**src/rtl/moving_average_pkg.sv**
```systemverilog
// rtl/moving_average_pkg.sv - shared widths, rounding helpers and sample types for the moving-average blocks
package moving_average_pkg;

    // Rounding mode selectors for the ROUND parameter
    localparam int ROUND_FLOOR   = 0;
    localparam int ROUND_HALF_UP = 1;

    // Default channel configuration used by the channelised wrappers
    localparam int DEFAULT_WIDTH      = 8;
    localparam int DEFAULT_LOG2_DEPTH = 2;

    // Accumulator is wide enough to hold DEPTH full-scale samples without overflow
    function automatic int acc_width(input int width, input int log2_depth);
        return width + log2_depth;
    endfunction

    // Half an LSB of the divided result, added before the shift when rounding
    function automatic int round_const(input int round, input int log2_depth);
        return (round == ROUND_HALF_UP) ? (1 << (log2_depth - 1)) : 0;
    endfunction

    typedef logic signed [DEFAULT_WIDTH-1:0] sample_t;
    typedef logic signed [DEFAULT_WIDTH+DEFAULT_LOG2_DEPTH-1:0] acc_t;

endpackage

```
**src/rtl/moving_average_n_if.sv**
```systemverilog
// rtl/moving_average_n_if.sv - sample in / average out stream bundle
interface moving_average_n_if #(
    parameter int WIDTH = 8
);
    logic signed [WIDTH-1:0] input_0;
    logic                    input_valid;
    logic signed [WIDTH-1:0] output_0;
    logic                    output_valid;

    modport master (
        output input_0,
        output input_valid,
        input  output_0,
        input  output_valid
    );

    modport slave (
        input  input_0,
        input  input_valid,
        output output_0,
        output output_valid
    );
endinterface

```
**src/rtl/moving_average_ring.sv**
```systemverilog
// rtl/moving_average_ring.sv - sample ring buffer with fill count and read-before-write oldest tap
module moving_average_ring
    import moving_average_pkg::*;
#(
    parameter int WIDTH      = 8,
    parameter int LOG2_DEPTH = 2
) (
    input  logic                    clk,
    input  logic                    rst,
    input  logic                    accept,
    input  logic                    clear,
    input  logic signed [WIDTH-1:0] din,
    output logic signed [WIDTH-1:0] oldest,
    output logic [LOG2_DEPTH:0]     count
);
    localparam int DEPTH = 1 << LOG2_DEPTH;
    localparam logic [LOG2_DEPTH:0] FULL_CNT = (LOG2_DEPTH + 1)'(DEPTH);

    logic [LOG2_DEPTH-1:0]   wr_ptr;
    logic signed [WIDTH-1:0] mem [DEPTH];

    // Slots are only meaningful once the window has filled; before that the leaving sample is zero
    assign oldest = (count == FULL_CNT) ? mem[wr_ptr] : '0;

    // Write pointer wraps naturally; fill count saturates at DEPTH
    always_ff @(posedge clk) begin
        if (rst || clear) begin
            wr_ptr <= '0;
            count  <= '0;
        end else if (accept) begin
            wr_ptr <= wr_ptr + 1'b1;
            if (count != FULL_CNT)
                count <= count + 1'b1;
        end
    end

    // Storage is not reset; the fill count guarantees no unwritten slot is ever read
    always_ff @(posedge clk) begin
        if (accept && !clear && !rst)
            mem[wr_ptr] <= din;
    end
endmodule

```
**src/rtl/moving_average_n.sv**
```systemverilog
// rtl/moving_average_n.sv - streaming boxcar average over 2^LOG2_DEPTH signed samples
module moving_average_n
    import moving_average_pkg::*;
#(
    parameter int WIDTH      = 8,
    parameter int LOG2_DEPTH = 2,
    parameter int ROUND      = 0
) (
    input  logic               system1000,
    input  logic               system1000_rst,
    moving_average_n_if.slave  stream,
    input  logic               clear,
    output logic               window_full
);
    localparam int DEPTH = 1 << LOG2_DEPTH;
    localparam int AW    = acc_width(WIDTH, LOG2_DEPTH);
    localparam logic signed [AW-1:0] RND = AW'(round_const(ROUND, LOG2_DEPTH));
    localparam logic [LOG2_DEPTH:0] FULL_CNT   = (LOG2_DEPTH + 1)'(DEPTH);
    localparam logic [LOG2_DEPTH:0] ALMOST_CNT = (LOG2_DEPTH + 1)'(DEPTH - 1);

    logic                    accept;
    logic signed [WIDTH-1:0] oldest;
    logic [LOG2_DEPTH:0]     count;
    logic signed [AW-1:0]    sum;
    logic signed [AW-1:0]    in_ext;
    logic signed [AW-1:0]    old_ext;
    logic signed [AW-1:0]    sum_next;
    logic signed [AW-1:0]    rounded;
    logic                    full_next;

    assign accept    = stream.input_valid && !clear;
    assign in_ext    = {{LOG2_DEPTH{stream.input_0[WIDTH-1]}}, stream.input_0};
    assign old_ext   = {{LOG2_DEPTH{oldest[WIDTH-1]}}, oldest};
    assign sum_next  = sum + in_ext - old_ext;
    assign rounded   = sum_next + RND;
    assign full_next = (count == FULL_CNT) || (count == ALMOST_CNT);

    moving_average_ring #(
        .WIDTH      (WIDTH),
        .LOG2_DEPTH (LOG2_DEPTH)
    ) u_ring (
        .clk    (system1000),
        .rst    (system1000_rst),
        .accept (accept),
        .clear  (clear),
        .din    (stream.input_0),
        .oldest (oldest),
        .count  (count)
    );

    // Running sum and registered average; reset beats clear, clear beats a new sample
    always_ff @(posedge system1000) begin
        if (system1000_rst || clear) begin
            sum                 <= '0;
            stream.output_0     <= '0;
            stream.output_valid <= 1'b0;
            window_full         <= 1'b0;
        end else if (accept) begin
            sum                 <= sum_next;
            stream.output_0     <= WIDTH'(rounded >>> LOG2_DEPTH);
            stream.output_valid <= 1'b1;
            window_full         <= full_next;
        end else begin
            stream.output_valid <= 1'b0;
        end
    end
endmodule

```
**src/flat_wrapper.sv**
```systemverilog
// flat-port wrapper written by rule: the top's interface ports become plain ports
module moving_average_n_flat import moving_average_pkg::*;
#(
    parameter int WIDTH      = 8,
    parameter int LOG2_DEPTH = 2,
    parameter int ROUND      = 0
)
  (system1000, system1000_rst, clear, window_full, stream_input_0, stream_input_valid, stream_output_0, stream_output_valid);
  moving_average_n_if #(.WIDTH(WIDTH)) stream_i ();
  input  logic system1000;
  input  logic system1000_rst;
  input  logic clear;
  output logic window_full;
  input wire logic [$bits(stream_i.input_0)-1:0] stream_input_0;
  input wire logic [$bits(stream_i.input_valid)-1:0] stream_input_valid;
  output wire logic [$bits(stream_i.output_0)-1:0] stream_output_0;
  output wire logic [$bits(stream_i.output_valid)-1:0] stream_output_valid;
  assign stream_i.input_0 = stream_input_0;
  assign stream_i.input_valid = stream_input_valid;
  assign stream_output_0 = stream_i.output_0;
  assign stream_output_valid = stream_i.output_valid;
  moving_average_n #(.WIDTH(WIDTH), .LOG2_DEPTH(LOG2_DEPTH), .ROUND(ROUND)) u_core (.system1000(system1000), .system1000_rst(system1000_rst), .stream(stream_i), .clear(clear), .window_full(window_full));
endmodule
```
**config.mk**
```make
export PLATFORM = sky130hd
export DESIGN_NAME = moving_average_n_flat
export DESIGN_NICKNAME = d
export VERILOG_FILES = /design/src/rtl/moving_average_pkg.sv /design/src/rtl/moving_average_n_if.sv /design/src/rtl/moving_average_ring.sv /design/src/rtl/moving_average_n.sv /design/src/flat_wrapper.sv
export SDC_FILE = /design/constraint.sdc
export NUM_CORES = 1
export LEC_CHECK = 0
export BUFFER_PORTS_ARGS = -buffer_cell sky130_fd_sc_hd__buf_4
export CAP_MARGIN = 20
export CORE_UTILIZATION = 45
export CTS_CLUSTER_SIZE = 8
export DETAILED_ROUTE_END_ITERATION = 8
export PLACE_DENSITY = 0.75
export SLEW_MARGIN = 20
export SYNTH_ARGS = -nofsm -noshare
export SYNTH_HDL_FRONTEND = slang
export SYNTH_SLANG_ARGS = --single-unit
```
**constraint.sdc**
```tcl
create_clock -name system1000 -period 7.6 [get_ports system1000]
set_input_delay 2.28 -clock system1000 [delete_from_list [all_inputs] [get_ports system1000]]
set_output_delay 2.28 -clock system1000 [all_outputs]
set_load 0.05 [all_outputs]
```
==> results of run 1 <==
-- per-stage QoR --
stage                     hold slack, ps  util (%)  setup slack, ps  instances  power [W]
after floorplan                      444         -             3220        234   0.000407
after global placement               465      49.3             3010        315   0.000429
after detailed placement             479      49.3             2960        315   0.000432
after CTS                            493      50.9             3270        323   0.000591
after global routing                 509      50.9             3140        323   0.000617
final                                490      50.9             3280        323   0.000587
-- where the power goes --
part	leakage (nW)	switching [W]	internal (W)
clock network	0.0443	0.0000958	0.0000659
registers	0.444	0.00000577	0.000301
logic	0.726	0.0000680	0.0000514
-- flip-flops by register name (all words and copies together) (netlist names), named ones only --
name and cells:
u_core.stream.output_0 8, u_core.stream.output_valid 1, u_core.sum 2, u_core.u_ring.count 3
u_core.u_ring.mem 32, u_core.u_ring.wr_ptr 2, u_core.window_full 1
-- final cells by class --
| cell class | count | area share (%) |
|---|---|---|
| flip-flops and latches | 51 | 44.8 |
| multi-input cells | 127 | 38.6 |
| repair buffers | 21 | 5.26 |
| inverters | 41 | 5.14 |
| well taps | 75 | 3.13 |
| clock buffers | 5 | 2.30 |
| clock inverters | 3 | 0.835 |
-- logic make-up (layout without fill, tap and decap cells) --
family | after synthesis | in the layout | share of synthesized area [%]
multiplexers | 15 | 15 | 8.67
buffers and inverters | 56 | 70 | 8.90
XOR/XNOR | 6 | 6 | 1.92
AND/OR/NAND/NOR | 52 | 52 | 10.2
AO/OA/AOI/OAI | 28 | 28 | 7.07
adder cells (fa/ha/maj) | 26 | 26 | 14.3
flip-flops | 51 | 51 | 48.9
-- worst min-delay path, delay by kind of cell, from the launching register on --
kind / cells / cell delay [ps]
DFF: 1 / 330
AOI/OAI and AO/OA: 1 / 60
and+or+nand+nor: 1 / 60
-- cell usage after synthesis (2+ instances only) --
| library cell | number |
|---|---|
| sky130_fd_sc_hd__nand2_1 | 7 |
| sky130_fd_sc_hd__nand3_1 | 3 |
| sky130_fd_sc_hd__nor3_1 | 2 |
| sky130_fd_sc_hd__or3_1 | 3 |
| sky130_fd_sc_hd__a31oi_1 | 2 |
| sky130_fd_sc_hd__mux2i_1 | 8 |
| sky130_fd_sc_hd__o21ai_2 | 2 |
| sky130_fd_sc_hd__o21ai_1 | 3 |
| sky130_fd_sc_hd__nor2b_1 | 10 |
| sky130_fd_sc_hd__buf_2 | 3 |
| sky130_fd_sc_hd__dfxtp_1 | 19 |
| sky130_fd_sc_hd__and3_1 | 4 |
| sky130_fd_sc_hd__nand2b_1 | 5 |
| sky130_fd_sc_hd__xnor2_1 | 5 |
| sky130_fd_sc_hd__ha_1 | 17 |
| sky130_fd_sc_hd__a21oi_1 | 10 |
| sky130_fd_sc_hd__fa_1 | 9 |
| sky130_fd_sc_hd__edfxtp_1 | 32 |
| sky130_fd_sc_hd__a21o_1 | 2 |
| sky130_fd_sc_hd__buf_4 | 8 |
| sky130_fd_sc_hd__nor2_1 | 12 |
| sky130_fd_sc_hd__clkbuf_1 | 4 |
| sky130_fd_sc_hd__a211oi_1 | 2 |
| sky130_fd_sc_hd__inv_1 | 41 |
| sky130_fd_sc_hd__mux4_2 | 7 |
-- worst paths after layout --
check / endpoint / from / cells past startpoint
worst min-delay path: u_core.u_ring.count[1]$_SDFFE_PP0P_ / u_core.u_ring.count[1]$_SDFFE_PP0P_ / 2
worst min register to register: u_core.u_ring.count[1]$_SDFFE_PP0P_ / u_core.u_ring.count[1]$_SDFFE_PP0P_ / 2
worst max-delay path: u_core.stream.output_0[7]$_SDFFE_PP0P_ / stream_input_0[1] / 11
worst max register to register: u_core.stream.output_0[7]$_SDFFE_PP0P_ / flip-flop / 11
-- layer usage --
| layer | global-route usage [%] | vias to the layer above | share of wire (%) |
|---|---|---|---|
| li1 | - | 813 | - |
| met1 | 21.4 | 801 | 44 |
| met2 | 30.4 | 32 | 49 |
| met3 | 4.09 | 9 | 4.9 |
| met4 | 6.79 | 0 | 1.9 |
| met5 | 0 | - | 0 |
==> results.md, run 1 <==
- Dividing total power by cell area gives a power density of 196 nW/um^2.
- The warning count from the yosys run is 0.
- The library cells used most frequently in the layout, excluding fill and tap cells, are 41 x sky130_fd_sc_hd__inv_1, 32 x sky130_fd_sc_hd__edfxtp_1, 21 x sky130_fd_sc_hd__buf_4, 19 x sky130_fd_sc_hd__dfxtp_1, 17 x sky130_fd_sc_hd__ha_1.
- The repair_antennas step left the layout with diodes totalling 0.
- The final layout contains 285 nets.
- The worst-path maximum fanout is 5.
- The leakage power of the design is 1.21 nW.
- The number of rows in the core area is 28.
- The filler cells instantiated in the layout total 541.
- Summed over all layers, the global routing overflow is 0.
- The critical path goes through buf_4, inv_1, fa_1, inv_1, ha_1, a21oi_1, a2bb2oi_2, o21ai_2, a31oi_1, mux2i_1, mux2i_1.
- The count of endpoints failing setup in the final report is 0.
- The clock passes through at most 2 buffers.
- The area growth from synthesis to layout is 9.31%.
- After synthesis the netlist holds a flip-flop and latch count of 51.
- The area after detailed placement is 2900 sq um.
- The floorplan step defined a core boundary enclosing 5890 sq um.
- The count of mapped cells out of synthesis is 234.
- The later pin in the worst-skew pair is clocked with a latency of 320 ps.
- The max capacitance violation total is 0.
- Data on the critical path is required at its endpoint by 7840 ps.
- The clock transition at the register clock pins on the worst setup and hold paths after CTS is 90 ps.
- By area the synthesized netlist is led by sky130_fd_sc_hd__edfxtp_1 35%, sky130_fd_sc_hd__dfxtp_1 14%, sky130_fd_sc_hd__ha_1 7.8%.
- The setup slack of the most critical reg-to-reg path is 4030 ps.
- In the final layout, flip-flops and latches occupy 1340 sq um.
- The number of synthesized flops with an enable pin is 32.
- The number of distinct standard cells referenced by the synthesized netlist is 39.
- The worst-case IR drop observed on VDD is 0.0793 mV.
- The post-CTS repair timing setup buffer count is 0.
- The routed via count is 1655.
- The count of pins over their slew limit is 0.
- In the final layout, the share of cells above drive strength 1 is 16.1%.
- Entering global routing, the biggest net connects 27 pins.
- The total CTS buffers is 5.
- Summing all multi-input logic gate instances after layout gives 1160 sq um.
- The actual slew at the worst max-slew pin is 582 ps.
- For this block, the routed nets add up to 4870 microns of wire.
- The post-route setup TNS is 0 ps.
- The vertical die dimension is 80.1 microns.
- In the routed design, unresolved DRC markers number 0.
- After layout, the worst path uses 56.8% of the clock period.
- The number of global-route vias before repair was 1715.
- The wire-length estimate of the detail-placed layout is 3390 microns.
- The count of pins on the block boundary is 22.
- The cell accounting for the most synthesized area is sky130_fd_sc_hd__edfxtp_1.
- Once the clock tree was built, the resizer swapped 0 gates to a different size.
- The stage delay of the slowest cell on the critical path is 590 ps.
- Port buffering added 21 buffers.
- The number of nets produced by synthesis is 272.
- Measured along the x axis, the die boundary spans 80.1 microns.
- Buffers inserted to repair hold after CTS numbered 0.
- Dividing the detail-routed via count by the number of cells gives 5.12.
- The initial antenna violation count is 0.
- The share of the Yosys chip area taken by registers is 48.9%.
- The slowest library cell on the worst path is sky130_fd_sc_hd__fa_1.
- The global routing usage summed across all routing layers is 17.7%.
- The critical path endpoint category is a flip-flop.
- The fmax is 232 MHz.
- The flow ran to the end, and the final reports show no timing, DRC or antenna violations.
- The category of cells accounting for the largest share of critical-path delay is adder cells.
- The tree built by TritonCTS fans out to 51 sinks.
- Among all flip-flop cells after synthesis, the most frequent one is sky130_fd_sc_hd__edfxtp_1.
- Counting both buffers and inverters, the worst setup path holds a total of 3.
- The maximum level of the CTS H-tree is 2.
- The area of the mapped netlist is 2740 sq um.
- The path type of the worst setup path is in -> reg.
- For this run, the detailed router's first-pass iteration total came to 4.
- The proportion of netlist area held by the largest area contributor is 35.1%.
- The first global-routing pass estimated 8160 microns of wire.
- The relative max-transition margin is 61.2%.
- The TritonCTS clock tree is built.
- The weighted congestion at the end of routability-driven global placement is 0.761.
- The first routing iteration left 81 violations.
- After detailed routing, the average wire length per cell comes to 15.1 microns.
- In this run the remaining antenna-violating nets after routing total 0.
- The path class of the tightest hold or removal check is reg -> reg.
- The nature of the critical path startpoint is a primary input.
- The fraction of registers with async set or reset after synthesis is 0%.
- The floorplan step defined a die boundary enclosing 6410 sq um.
- The worst path needs 4320 ps of the cycle, external delays included.
- The finished cells cover 3000 sq um.
- On the final layout, the worst clock skew is 8.02 ps.
- Setup repair after global routing left no endpoint under its margin.
- The library cell used most frequently in the layout, excluding fill and tap cells, is sky130_fd_sc_hd__inv_1.
- The root buffer cell chosen for the clock tree is sky130_fd_sc_hd__clkbuf_8.
- The final number of hold-violating endpoints is 0.
- The post-synthesis area per instance is 11.7 sq um.
- The initial utilization of the core area, before any placement, comes to 46.6%.
- The signal arrival time at the worst endpoint is 4560 ps.
(Power assumes the default switching activity.)
==> run 2: changes to the inputs <==
==> constraint.sdc (replaced) <==
create_clock -name system1000 -period 4.1 [get_ports system1000]
set_input_delay 1.23 -clock system1000 [delete_from_list [all_inputs] [get_ports system1000]]
set_output_delay 1.23 -clock system1000 [all_outputs]
set_load 0.05 [all_outputs]
==> results.md, run 2 (synthesis results as in run 1) <==
- The total CTS buffers is 5 (unchanged).
- The final critical-path required period is 3560 ps.
- The required time of the critical path is 4340 ps (-3500 ps).
- The initial antenna violation count is 0 (unchanged).
- The switching power summed over all nets is 0.000294 W (+74%).
- The first-pass GRT wire length is 7970 microns (-2.3%).
- The number of global-route vias before repair is 1668 (-2.7%).
- The fraction of power consumed by combinational cells came to 18.4% (-1.9 points).
- The weighted congestion at the end of routability-driven global placement is 0.766 (+0.68%).
- The post-route setup TNS came to 0 ps (unchanged).
- The global routing usage summed across all routing layers came to 17.1% (-0.53 points).
- The count of pins over their slew limit is 0 (unchanged).
- The overall overflow remaining after global route is 0 (unchanged).
- The width of the die is 80.1 microns (unchanged).
- The routed via count came to 1668 (+0.79%).
- The number of rows in the core area is 28 (unchanged).
- The ratio of cells with drive above 1 in the final layout came to 16.1% (-0.065 points).
- The effective utilization at floorplan is 46.6% (unchanged).
- The relative max-transition margin is 60.1% (-1.1 points).
- The peak supply drop is 0.191 mV (+140%).
- The number of vias per cell after detailed routing is 5.15 (+0.47%).
- The total DRC errors in the routed layout was 0 (unchanged).
- After layout, the worst path uses 86.8% of the clock period.
- The maximum buffer depth of the clock tree is 2 (unchanged).
- The worst-path maximum fanout is 9 (+4).
- The count of pins on the block boundary was 22 (unchanged).
- The critical path endpoint category is a flip-flop.
- The register with the highest flop count is u_core.u_ring.mem.
- The post-route standard cell area excluding fillers is 3040 sq um (+1.5%).
- The count of input and output buffers was 21 (unchanged).
- The count of endpoints failing setup in the final report is 0 (unchanged).
- The critical path is of the reg -> reg type.
- The worst setup path is launched from a flip-flop.
- The stage delay of the slowest cell on the critical path is 710 ps (+120 ps).
- The switching power as a share of total power is 24.7% (-4.2 points).
- The largest registers in the layout are u_core.u_ring.mem: 32 flops, u_core.stream.output_0: 8 flops, u_core.u_ring.count: 3 flops.
- The flip-flop count of the largest register after layout was 32 (unchanged).
- Static timing analysis puts the maximum clock frequency at 281 MHz.
- The number of diodes added for antenna fixing is 0 (unchanged).
- The CTS sink count is 51 (unchanged).
- The pin count of the biggest net entering global routing is 27 (unchanged).
- The most common cell after layout, fill and taps aside is sky130_fd_sc_hd__inv_1.
- The sequential power share was 47.7% (-4.4 points).
- The top cell types in the final layout, fill and taps aside, are 41 x sky130_fd_sc_hd__inv_1, 32 x sky130_fd_sc_hd__edfxtp_1, 22 x sky130_fd_sc_hd__buf_4, 19 x sky130_fd_sc_hd__dfxtp_1, 17 x sky130_fd_sc_hd__ha_1.
- The leakage power of the design was 1.24 nW (+2.2%).
- The share of power burned in the clock network was 33.9% (+6.4 points).
- The remaining antenna violation count is 0 (unchanged).
- The design internal power was 0.000897 W (+110%).
- The signal arrival time at the worst endpoint was 3790 ps (-770 ps).
- The worst hold path belongs to the class reg -> reg.
- The slowest library cell on the worst path is sky130_fd_sc_hd__dfxtp_1.
- The area of the multi-input gates is 1160 sq um (unchanged).
- Traced cell by cell, the critical path runs through mux4_2, nor2b_1, fa_1, inv_1, ha_1, a21oi_1, a2bb2oi_2, o21ai_2, a31oi_1, mux2i_1, mux2i_1.
- The post-CTS repair timing setup buffer count is 0 (unchanged).
- The cell with the most instances on the worst path is sky130_fd_sc_hd__mux2i_1.
- The power density normalized to cell area was 391 nW/um^2 (+100%).
- The maximum level of the CTS H-tree is 2 (unchanged).
- The run finished with clean final reports.
- The register cell area after layout is 1340 sq um (unchanged).
- Setup repair after global routing left no endpoint under its margin.
- The vertical die dimension is 80.1 microns (unchanged).
- The number of filler cells placed in the layout came to 516 (-4.6%).
- The cell chosen for the clock root is sky130_fd_sc_hd__clkbuf_8.
- The detailed-router iteration count before antenna repair is 4 (unchanged).
- The routed wire length per instance is 14.7 microns (-2.7%).
- The number of buffers added to fix hold violations after cts is 0 (unchanged).
- The final number of hold-violating endpoints is 0 (unchanged).
- The later-pin clock latency in the skew report is 300 ps (-20 ps).
- The worst hold slack is 484 ps (-6.20 ps).
- The actual slew at the worst max-slew pin is 598 ps (+16.7 ps).
- The floorplan core area is 5890 sq um (unchanged).
- The number of nets in the layout was 286 (+0.35%).
- The area after detailed placement came to 2910 sq um (+0.26%).
- The overall routed net length came to 4750 microns (-2.4%).
- The area growth from synthesis to layout is 11.0%.
- The half-perimeter wire length after detailed placement is 3330 microns (-1.7%).
- The count of cells resized by post-cts repair is 0 (unchanged).
- The clock transition at the register clock pins on the worst setup and hold paths after CTS is 80 ps (about the same).
- The floorplan die area is 6410 sq um (unchanged).
- The TritonCTS clock tree is built.
- The max capacitance violation total is 0 (unchanged).
- The count of routing violations after the opening detailed-route iteration is 67 (-17%).
- The setup clock skew after layout is 6.25 ps (-1.77 ps).
==> run 2: cell count changes in the layout (fill, tap and decap cells not counted), sizes merged <==
cell	delta
buf	+1
bufinv	+2
clkbuf	+1
clkinv	-2
clkinvlp	-1
==> run 2: routing by layer <==
metal	global-route usage [%]	vias to the layer above	wire length [microns]
li1	-	815	-
met1	21.8	812	2140
met2	28.7	35	2340
met3	2.95	6	178
met4	7.50	0	91
met5	0	-	0
==> run 2: power by group through the flow <==
stage / Combinational, W / Clock (W) / Sequential (W)
after floorplan: 0.000178 / 0 / 0.000577
after global placement: 0.000215 / 0 / 0.000580
after detailed placement: 0.000218 / 0 / 0.000580
after CTS: 0.000219 / 0.000416 / 0.000568
after global routing: 0.000245 / 0.000432 / 0.000570
final: 0.000219 / 0.000404 / 0.000568
==> run 2: worst paths after layout <==
path / slack (ps) / to / from / cells past startpoint
hold / removal: 480 / u_core.u_ring.count[1]$_SDFFE_PP0P_ / u_core.u_ring.count[1]$_SDFFE_PP0P_ / 2
hold reg to reg: 480 / u_core.u_ring.count[1]$_SDFFE_PP0P_ / u_core.u_ring.count[1]$_SDFFE_PP0P_ / 2
setup / recovery: 540 / u_core.stream.output_0[7]$_SDFFE_PP0P_ / flip-flop / 11
setup reg to reg: 540 / u_core.stream.output_0[7]$_SDFFE_PP0P_ / flip-flop / 11
==> run 2: cell type report <==
class	instances	share of cell area, %
Sequential cell	51	44.1
Multi-Input combinational cell	127	38.0
Timing Repair Buffer	22	5.43
Inverter	41	5.06
Tap cell	75	3.08
Clock buffer	6	2.38
Clock inverter	2	1.97
==> run 2: worst max-delay path: cells and delay by family (launching register included) <==
family	cells	cell delay, ps
muxes	3	990
adders and majority gates	2	820
AOI/OAI and AO/OA	4	770
DFF	1	710
and+or+nand+nor	1	150
buffers and inverters	1	50
==> run 2: through the flow <==
stage          cells  util [%]  setup WS, ps  total power (W)
3_3_place_gp     316      49.4           558         0.000795
6_report         324      51.7           543          0.00119
4_1_cts          324      51.7           499          0.00120
2_1_floorplan    234         -           773         0.000754
3_5_place_dp     316      49.4           509         0.000798
5_1_grt          324      51.7           289          0.00125
